==> config.mk <==
export PLATFORM = sky130hd
export DESIGN_NAME = subtrator_serial
export DESIGN_NICKNAME = d
export VERILOG_FILES = /design/src/rtl/subtrator_defs.sv /design/src/rtl/subtrator1Bit.sv /design/src/rtl/subtrator_serial.sv
export SDC_FILE = /design/constraint.sdc
export NUM_CORES = 1
export LEC_CHECK = 0
export BUFFER_PORTS_ARGS = -buffer_cell sky130_fd_sc_hd__buf_2
export CAP_MARGIN = 25
export CORE_MARGIN = 2
export CORE_UTILIZATION = 60
export CTS_BUF_LIST = sky130_fd_sc_hd__clkbuf_4
export DETAILED_ROUTE_END_ITERATION = 10
export PLACE_DENSITY = 0.86
export REMOVE_ABC_BUFFERS = 1
export SKIP_CTS_REPAIR_TIMING = 1
export SYNTH_ARGS = -nofsm -noshare
export SYNTH_HDL_FRONTEND = slang
export SYNTH_SLANG_ARGS = --single-unit
==> constraint.sdc <==
create_clock -name clk -period 2.7 [get_ports clk]
set_clock_uncertainty 0.1 [all_clocks]
set_input_delay 0.27 -clock clk [delete_from_list [all_inputs] [get_ports clk]]
set_output_delay 0.27 -clock clk [all_outputs]
set_load 0.005 [all_outputs]
==> src/rtl/subtrator_defs.sv <==
// Shared definitions for the bit-serial subtractor: FSM state encoding and
// the bit-counter width helper.
package subtrator_defs;

    localparam logic [1:0] OCIOSO  = 2'd0;
    localparam logic [1:0] CALCULA = 2'd1;
    localparam logic [1:0] FIM     = 2'd2;

    // A single-bit operand still needs one counter bit.
    function automatic int cnt_width(input int n);
        return (n > 1) ? $clog2(n) : 1;
    endfunction

endpackage

==> src/rtl/subtrator1Bit.sv <==
// Combinational 1-bit full subtractor: D = A - B - Bin, with borrow out.
module subtrator1Bit (
    output logic D,
    output logic Bout,
    input  logic A,
    input  logic B,
    input  logic Bin
);

    assign D    = A ^ B ^ Bin;
    assign Bout = (~A & B) | (~(A ^ B) & Bin);

endmodule

==> src/rtl/subtrator_serial.sv <==
// Bit-serial N-bit subtractor: D = A - B, one bit per clock, LSB first,
// through a single full-subtractor cell and a registered borrow.
module subtrator_serial
    import subtrator_defs::*;
#(
    parameter int N = 8
) (
    input  logic         clk,
    input  logic         rst,
    input  logic         start,
    input  logic [N-1:0] A,
    input  logic [N-1:0] B,
    output logic [N-1:0] D,
    output logic         Bout,
    output logic         busy,
    output logic         done,
    output logic [1:0]   state
);

    localparam int CW = cnt_width(N);

    logic [1:0]    state_q;
    logic [N-1:0]  reg_a;
    logic [N-1:0]  reg_b;
    logic [N-1:0]  res;
    logic [N-1:0]  res_next;
    logic [CW-1:0] cnt;
    logic          bin;
    logic          d_bit;
    logic          b_next;

    subtrator1Bit u_cell (
        .D    (d_bit),
        .Bout (b_next),
        .A    (reg_a[0]),
        .B    (reg_b[0]),
        .Bin  (bin)
    );

    // Result bits enter at the MSB so after N shifts bit 0 sits at res[0].
    assign res_next = (res >> 1) | (N'(d_bit) << (N - 1));
    assign state    = state_q;

    // Handshake: start is sampled only in OCIOSO or FIM; an accepted start
    // captures A/B on that edge. done pulses for the single FIM cycle, when
    // D/Bout take the new result; D/Bout then hold until the next FIM.
    always_ff @(posedge clk) begin
        if (rst) begin
            state_q <= OCIOSO;
            reg_a   <= '0;
            reg_b   <= '0;
            res     <= '0;
            cnt     <= '0;
            bin     <= 1'b0;
            D       <= '0;
            Bout    <= 1'b0;
            busy    <= 1'b0;
            done    <= 1'b0;
        end else begin
            case (state_q)
                OCIOSO, FIM: begin
                    done <= 1'b0;
                    if (start) begin
                        reg_a   <= A;
                        reg_b   <= B;
                        bin     <= 1'b0;
                        cnt     <= '0;
                        busy    <= 1'b1;
                        state_q <= CALCULA;
                    end else begin
                        state_q <= OCIOSO;
                    end
                end
                CALCULA: begin
                    reg_a <= reg_a >> 1;
                    reg_b <= reg_b >> 1;
                    res   <= res_next;
                    bin   <= b_next;
                    cnt   <= cnt + CW'(1);
                    if (cnt == CW'(N - 1)) begin
                        D       <= res_next;
                        Bout    <= b_next;
                        busy    <= 1'b0;
                        done    <= 1'b1;
                        state_q <= FIM;
                    end
                end
                default: begin
                    busy    <= 1'b0;
                    done    <= 1'b0;
                    state_q <= OCIOSO;
                end
            endcase
        end
    end

endmodule

==> metrics, run 1 <==
status completed; Initial DRC Count 22; Die ar. about 3100 um2; Final period util approximately 65%; initial antenna violation count 0; crit path max fanout 15; most frequent cells in the layout nand2_1 (54), dfxtp_1 (40), buf_2 (31); Synth Area in Adders around 2.8%; # IOs 32; Max Transition Viols Final 0; Unique masters post-synth 21; maximum VDD drop ~0.45 mV; type of the most critical hold path primary input to flop; Rel. slew slack between 40 and 50%; floorplan core area between 2000 and 2500 um2; final wirelength around 2900 um; Syn Std Cell Area between 1500 and 2000 um2; vias per inst 5.50; top-area cell type share of the netlist area between 50% and 60%; DR pass1 iterations 4; CP Class flop to flop; Hold Path Depth 3; Worst-Margin Slew between 0.7 and 0.8 ns; post-synthesis sequential area ratio roughly half; Max-Cap Viols 0; wire length of the first global-routing pass between 5000 and 6000 um; Mapped Cells ~200; CP arrival about 1.8 ns; Crit Reg-Reg Endpoint D[0]; Power Density ~590 nW/um2; placed cells approximately 240; hold_ws between 0.07 and 0.08 ns; FMAX 0.573 GHz; largest family of logic cells by synthesized area simple AND/OR/NAND/NOR gates; Leak Pwr roughly 0.71 nW; die width 55.6 um; Hold EP reg_a[7]; DRC 0; TritonCTS Sinks 40; num rows 18; number of synthesized register bits 40; Crit Reg-Reg Startpoint cnt[0]; Placer Congestion 0.702; setup TNS 0 ns; antenna cells 0; clock latency on the worst-skew pair 0.33 ns; Clock transition at path regs roughly 0.11 ns; PortBufs 31; CP Launch Type flop; Non-Filler Instances 250; largest area contributor in the netlist dfxtp_1; Setup Viol. Count Final 0; grt ovf 0; Worst EP required between 2 and 3 ns; Nets between 200 and 250; Total Routing Usage GR about 20%; flop-to-flop setup slack around 0.96 ns; Wirelength per Cell 11.5 um; share of layout cells above drive strength 1 a little under a fifth; RSZ-0062 raised after global routing false; mux cell area share after synthesis 0%; Starting Density around 64%; CTS tree done; Area Overhead vs Synth 10.7%; depth of the CTS H-tree 2; # fillers 206; fin crit period ~1.7 ns; Avg Inst Size Synth slightly above 8 um2; top cells by area, synth dfxtp_1 (50%), nand2_1 (13%), a311oi_1 (8.2%); Hold Crit Start A[7]; commonest non-fill, non-tap cell in the layout nand2_1; simple-gate share of the synthesized area 24.7%; Warnings, synthesis 0; post-synthesis xor/xnor area fraction 0%; worst r2r path cells 5; CTS root buffer clkbuf_4; Die Height approximately 56 um; Antenna Nets Post-Route 0; maximum number of pins on one net before global-route repair 45; clock tree buffer depth 2; Num CTS Buffers 5; vias in the first global route around 1.2k; DP HPWL ~1900 um; final hold violation count 0; Vias about 1.4k; CP endpoint kind flop; Synth Area in Compound Gates between 10% and 20%
-- critical path, stage by stage (launching register included) --
cell and delay (ns):
dfxtp_1 0.37, ha_1 0.16, ha_1 0.44, nand3b_1 0.33
nand2_1 0.15, a21oi_1 0.07
-- registers in the layout, summed over array words and instances, names as in the netlist --
register,cells
busy,1
reg_a,8
D,8
bin,1
reg_b,8
state,2
res,7
Bout,1
done,1
cnt,3
-- final cells by class --
class / instances / area (um2) / share of cell area, %
Timing Repair Buffer: 33 / 170 / 9.60
Clock inverter: 1 / 3.75 / 0.212
Multi-Input combinational cell: 137 / 699 / 39.5
Inverter: 2 / 7.51 / 0.424
Sequential cell: 40 / 801 / 45.2
Clock buffer: 7 / 52.6 / 2.97
Tap cell: 30 / 37.5 / 2.12
-- cell usage after synthesis --
cell	n
nand2_1	54
fa_1	1
nor2b_1	1
and2b_1	1
nor2_1	17
ha_1	2
clkbuf_1	5
buf_6	1
a21oi_1	23
buf_4	5
a311oi_1	15
inv_1	2
o21ai_0	1
nor3b_1	1
nand3b_1	1
nand2b_1	4
nor3_1	1
buf_2	5
nand3_1	14
dfxtp_1	40
o21a_1	1
-- where the power goes --
part / switching (W) / leakage, nW / internal, W
clock network: 0.000176 / 0.0338 / 0.000120
registers: 0.0000169 / 0.326 / 0.000619
logic: 0.0000718 / 0.348 / 0.0000440
-- metrics by stage --
step           worst slack, ns  utilization, %  cell area [um2]  total power [W]
2_1_floorplan            0.999               -             1510         0.000718
3_3_place_gp              1.07            68.6             1720         0.000756
3_5_place_dp             0.972            68.6             1720         0.000765
4_1_cts                  0.948            70.9             1770          0.00105
5_1_grt                  0.776            70.9             1770          0.00110
6_report                 0.956            70.9             1770          0.00105
-- logic make-up (layout without fill, tap and decap cells) --
group | count (synthesis) | count (layout)
flops | 40 | 40
simple gates | 94 | 94
buf+inv | 18 | 43
fa+ha+maj | 3 | 3
compound gates | 40 | 40
-- per-layer routing --
layer	global-route usage (%)	vias to the layer above	share of wire, %
li1	-	710	-
met1	22.4	630	43
met2	36.7	30	52
met3	5.12	5	4.3
met4	6.62	0	1.1
met5	0	-	0
-- how the worst max path moves through the flow --
| stage | start | slack, ns | endpoint |
|---|---|---|---|
| 4_1_cts | cnt[0] | 0.95 | D[0] |
| 2_1_floorplan | state[1] | 1.0 | reg_a[0] |
| 3_5_place_dp | cnt[0] | 0.97 | D[0] |
| 3_3_place_gp | cnt[0] | 1.07 | D[6] |
| 6_report | cnt[0] | 0.96 | D[0] |
| 5_1_grt | cnt[0] | 0.78 | D[6] |
Note: power is estimated with default switching activity, not from simulation.
==> inputs of run 2 (changes only) <==
ABC_AREA = 1   (was unset)
CORE_UTILIZATION = 57   (was 60)
PLACE_DENSITY = 0.81   (was 0.86)
clock period = 1.7 ns   (was 2.7 ns; I/O delays follow)
==> run 2 against run 1 <==
Clock power increased by 120%; sequential cell count unchanged; largest power group unchanged; clock-buffer cell count decreased by 2; cell area increased by 30%; sequential power increased by 62%; via count increased by 25%; synthesized cell count increased by 36%; global-route usage increased by 1.7 points; power increased by 92%; sequential share of layout area decreased by 10 points; utilization increased by 3.7 points; critical endpoint is now state[0]; first-iteration DRC count increased to 3.9 times the previous value.
==> metrics, run 2 <==
status completed; Cell Area, Placed 2050 um2 (+19%); Max Transition Viols Final 0 (unchanged); final wirelength 3910 um (+36%); Avg Inst Size Synth 6.98 um2 (-15%); TritonCTS Sinks 40 (unchanged); Die Height 61.1 um (+9.7%); die width 61.1 um (+9.7%); CTS tree done; Critical path origin state[0]; CTS root buffer clkbuf_4; top cells by area, synth dfxtp_1 (43%), nand2_1 (10%), nand3_1 (9.2%); final hold violation count 0 (unchanged); crit path to state[0]; dpl ws 0.312 ns (-0.660 ns); Worst-Margin Slew 0.298 ns (-0.458 ns); Unique masters post-synth 21 (unchanged); Comb pwr share 17.3% (+6.3 points); clock latency on the worst-skew pair 0.36 ns (+0.03 ns); CP max stage delay 0.47 ns (+0.03 ns); most frequent cells in the layout nand2_1 (50), inv_1 (44), dfxtp_1 (40); final instance area 2300 um2 (+30%); vias per inst 4.82 (-12%); commonest non-fill, non-tap cell in the layout nand2_1; Clk network pwr share 31.7% (+3.4 points); antenna cells 0 (unchanged); vias in the first global route 1480 (+19%); CP Launch Type flop; setup TNS 0 ns (unchanged); wire length of the first global-routing pass 6050 um (+20%); depth of the CTS H-tree 2 (unchanged); Wirelength per Cell 10.9 um (-5.0%); Placer Congestion 0.736 (+4.8%); Rel. slew slack 80.1% (+30 points); RSZ-0062 raised after global routing false; Vias 1719 (+25%); floorplan core area 3080 um2 (+23%); hold_ws 0.117 ns (+0.0447 ns); Leak Pwr 1.17 nW (+66%); total buffers and inverters traversed by the critical path 2 (+2); CP endpoint kind output port; fin crit period 1.51 ns; post-synthesis sequential area ratio 43.2% (-6.9 points); Sw Pwr 0.000550 W (+110%); Nets 334 (+39%); slowest CP cell dfxtp_1; Max-Cap Viols 0 (unchanged); Syn Std Cell Area 1860 um2 (+16%); Crit Reg-Reg Startpoint state[1]; flop-to-flop setup slack 0.27 ns (-0.69 ns); type of the most critical hold path primary input to flop; worst r2r path cells 5 (unchanged); FMAX between 0.6 and 0.7 GHz; PortBufs 31 (unchanged); maximum VDD drop 0.613 mV (+35%); Total Routing Usage GR 21.8% (+1.7 points); Warnings, synthesis 0 (unchanged); cell family with most CP delay flip-flops; initial antenna violation count 0 (unchanged); synth cell count leaders nand2_1 (50), inv_1 (44), dfxtp_1 (40); crit path max fanout 17 (+2); registers with the most flip-flops D x8, reg_a x8, reg_b x8; DR pass1 iterations 4 (unchanged); count leader, synth nand2_1; Die ar. 3730 um2 (+20%); post-route setup slack 0.189 ns (-0.767 ns); top-area cell type share of the netlist area 43.2% (-6.9 points); sw frac 27.3% (+2.1 points); Num CTS Buffers 5 (unchanged); number of synthesized register bits 40 (unchanged); Starting Density 60.3% (-3.7 points); Area Overhead vs Synth 23.7%; largest area contributor in the netlist dfxtp_1; Setup Viol. Count Final 0 (unchanged); Post-synth EDFFs 0 (unchanged); asr flop ratio synth 0% (unchanged); Final period util 88.9%; CP arrival 1.24 ns (-0.60 ns); CP cell instances buf_4, buf_2; grt ovf 0 (unchanged); Mapped Cells 266 (+36%); clock tree buffer depth 2 (unchanged); # IOs 32 (unchanged); maximum number of pins on one net before global-route repair 31 (-31%); Worst EP required 1.43 ns (-1.37 ns); Overall Power 0.00201 W (+92%); cell count along the critical path 2 (-3); multi-input logic area 777 um2 (+11%); CP Class flop to output port; Power Density 876 nW/um2 (+48%); top_reg_cell synth dfxtp_1; DRC 0 (unchanged); # fillers 249 (+21%); DP HPWL 2410 um (+26%); Initial DRC Count 85 (+290%); register area 801 um2 (unchanged); num rows 20 (+2); Clock transition at path regs 0.12 ns (about the same); Antenna Nets Post-Route 0 (unchanged); register share of total power 51.0% (-9.7 points); Crit Reg-Reg Endpoint reg_b[7]; share of layout cells above drive strength 1 16.0% (-2.2 points); internal power 0.00146 W (+87%)
run 2: cell count changes after synthesis, sizes merged, moves of 4 or more:
cell	before	now
nand2b	4	0
a311oi	15	0
nand3	14	34
inv	2	46
nor2	17	36
a21oi	23	9
nor3	1	14
o21ai	1	14
run 2: worst min path at each step:
| stage | startpoint | endpoint | slack, ns | cells after the start |
|---|---|---|---|---|
| final | start | reg_a[7] | 0.12 | 5 |
| after global routing | start | reg_a[7] | 0.16 | 5 |
| after CTS | rst | state[0] | -0.10 | 2 |
| after detailed placement | rst | state[0] | 0.29 | 2 |
| after global placement | rst | reg_a[7] | 0.29 | 2 |
| after floorplan | rst | reg_a[7] | 0.14 | 1 |
run 2: power by group through the flow:
| stage | Clock (W) | Combinational (W) | Sequential (W) |
|---|---|---|---|
| after floorplan | 0 | 0.000203 | 0.00105 |
| after global placement | 0 | 0.000308 | 0.00104 |
| after detailed placement | 0 | 0.000312 | 0.00105 |
| after CTS | 0.000641 | 0.000314 | 0.00103 |
| after global routing | 0.000676 | 0.000396 | 0.00103 |
| final | 0.000639 | 0.000347 | 0.00103 |
run 2: through the flow:
step,util (%),instances
2_1_floorplan,-,251
3_3_place_gp,66.5,332
3_5_place_dp,66.5,332
4_1_cts,69.1,340
5_1_grt,74.6,357
6_report,74.6,357
run 2: cell type report:
type	count	share of cell area, %
sequential	40	34.9
multi-input combinational	165	33.8
timing repair buffer	54	17.8
inverter	46	7.63
tap	44	2.40
clock inverter	3	1.85
clock buffer	5	1.63
run 2: cell families (layout without fill, tap and decap cells):
| logic type | after synthesis | count (layout) | share of synthesized area (%) |
|---|---|---|---|
| adder cells (fa/ha/maj) | 3 | 3 | 2.43 |
| flip-flops | 40 | 40 | 43.2 |
| buffers and inverters | 61 | 108 | 15.0 |
| AND/OR/NAND/NOR | 138 | 138 | 32.9 |
| AO/OA/AOI/OAI | 24 | 24 | 6.54 |
run 2: worst register-to-register path: cells and delay by family, from the launching register on:
family | cells | cell delay (ns)
compound gates | 1 | 0.16
buf+inv | 2 | 0.36
flops | 1 | 0.49
simple gates | 2 | 0.25
run 2: routing by layer:
layer | track usage, % | vias to the layer above | wire (um)
li1 | - | 907 | -
met1 | 27.3 | 756 | 1730
met2 | 36.3 | 52 | 1920
met3 | 4.62 | 4 | 222
met4 | 9.32 | 0 | 42
met5 | 0 | - | 0
==> inputs of run 3 (changes only) <==
CTS_BUF_LIST = sky130_fd_sc_hd__clkbuf_8   (was sky130_fd_sc_hd__clkbuf_4)
==> run 3 against run 2 <==
Combinational power decreased by 9.2%; cell count fell by 4.5%; sequential share of layout area increased by 1.9 points; clock-buffer cell count rose by 1; first-iteration DRC count shrank 26%; non-clock buffer count is 16 lower; global-route usage rose by 0.48 points; critical path type unchanged; critical endpoint unchanged; largest cell class unchanged; highest routed layer unchanged.
==> metrics, run 3 (same netlist as run 2, synthesis figures left out) <==
status completed; CTS tree done; Num CTS Buffers 5 (unchanged); Starting Density 60.3% (unchanged); Rel. slew slack 82.0% (+1.9 points); Nets 318 (-4.8%); commonest non-fill, non-tap cell in the layout nand2_1; Most Crowded Layer GR met2; final wirelength 3550 um (-9.1%); Worst EP required 1.43 ns (about the same); CP Class flop to output port; Clock transition at path regs 0.08 ns (-0.04 ns); CP arrival 1.16 ns (-0.08 ns); maximum number of pins on one net before global-route repair 31 (unchanged); Power Density 990 nW/um2 (+13%); Max-Cap Viols 0 (unchanged); vias per inst 4.82 (+0.12%); RSZ-0062 raised after global routing false; depth of the CTS H-tree 2 (unchanged); Total Routing Usage GR 22.3% (+0.48 points); CTS root buffer clkbuf_8; type of the most critical hold path primary input to flop; share of layout cells above drive strength 1 17.2% (+1.2 points); CP endpoint kind output port; CP Launch Type flop; final hold violation count 0 (unchanged); vias in the first global route 1486 (+0.41%); # IOs 32 (unchanged); most frequent cells in the layout nand2_1 (50), inv_1 (44), dfxtp_1 (40); Setup Viol. Count Final 0 (unchanged); Worst-Margin Slew 0.269 ns (-0.0288 ns); Hold Path Depth 3 (-2); crit path max fanout 17 (unchanged); clock latency on the worst-skew pair 0.29 ns (-0.07 ns); CP max stage delay 0.45 ns (-0.02 ns); Die ar. 3730 um2 (unchanged); fin crit period 1.43 ns (-0.0791 ns); GR Util met3 7.14% (+2.5 points); die width 61.1 um (unchanged); Initial DRC Count 63 (-26%); Wirelength per Cell 10.4 um (-4.8%); CP cell instances buf_4, buf_2; clock tree buffer depth 2 (unchanged); PortBufs 31 (unchanged); FMAX 0.699 GHz (+5.5%); slowest CP cell dfxtp_1; Leak Pwr 1.13 nW (-4.1%); wire length of the first global-routing pass 6070 um (+0.35%); worst r2r path cells 5 (unchanged); Overall Power 0.00216 W (+7.1%); Antenna Nets Post-Route 0 (unchanged); grt ovf 0 (unchanged); Placer Congestion 0.736 (unchanged); Vias 1644 (-4.4%); met1 usage 26.5% (-0.79 points); TritonCTS Sinks 40 (unchanged); DR pass1 iterations 4 (unchanged); flop-to-flop setup slack 0.31 ns (+0.04 ns); Max Transition Viols Final 0 (unchanged); floorplan core area 3080 um2 (unchanged); hold_ws 0.00198 ns (-0.115 ns); GR Util met2 37.1% (+0.76 points); antenna cells 0 (unchanged); setup TNS 0 ns (unchanged); initial antenna violation count 0 (unchanged); Die Height 61.1 um (unchanged); maximum VDD drop 0.651 mV (+6.1%); num rows 20 (unchanged); Area Overhead vs Synth 17.3%; DP HPWL 2410 um (unchanged); DRC 0 (unchanged); registers with the most flip-flops D x8, reg_a x8, reg_b x8; Final period util 84.2% (-4.7 points)
-- run 3: report_power, final --
group | switching, W | total [W] | internal [W]
sequential | 0.0000269 | 0.00103 | 0.000999
combinational | 0.000184 | 0.000315 | 0.000131
clock | 0.000335 | 0.000815 | 0.000480
total | 0.000546 | 0.00216 | 0.00161
-- run 3: metrics by stage --
stage / utilization [%] / setup slack [ns] / cell area [um2] / cells
floorplan: - / 0.110 / 1750 / 251
global placement: 66.5 / 0.347 / 2050 / 332
detailed placement: 66.5 / 0.312 / 2050 / 332
CTS: 70.4 / 0.260 / 2170 / 340
global route: 70.7 / 0.175 / 2180 / 341
finish: 70.7 / 0.268 / 2180 / 341
-- run 3: final cells by class --
type                       instances  area [um2]
timing repair buffer              38         248
tap                               44        55.1
sequential                        40         801
clock buffer                       6        82.6
multi-input combinational        165         777
fill                             264         901
clock inverter                     2        38.8
inverter                          46         175
-- run 3: worst max-delay path, delay by kind of cell (launching register included) --
family / cells / cell delay [ns]
DFF: 1 / 0.45
buffers and inverters: 2 / 0.42
-- run 3: final timing paths --
check             startpoint       end
setup / recovery    state[0]  state[0]
hold / removal          A[0]  reg_a[0]
setup reg to reg    state[0]      D[4]
hold reg to reg       cnt[0]    cnt[0]
-- run 3: layer usage --
metal  wire, um  vias to the layer above
met5          0                        -
li1           -                      877
met2       1650                       24
met4         63                        0
met3        147                        5
met1       1700                      738
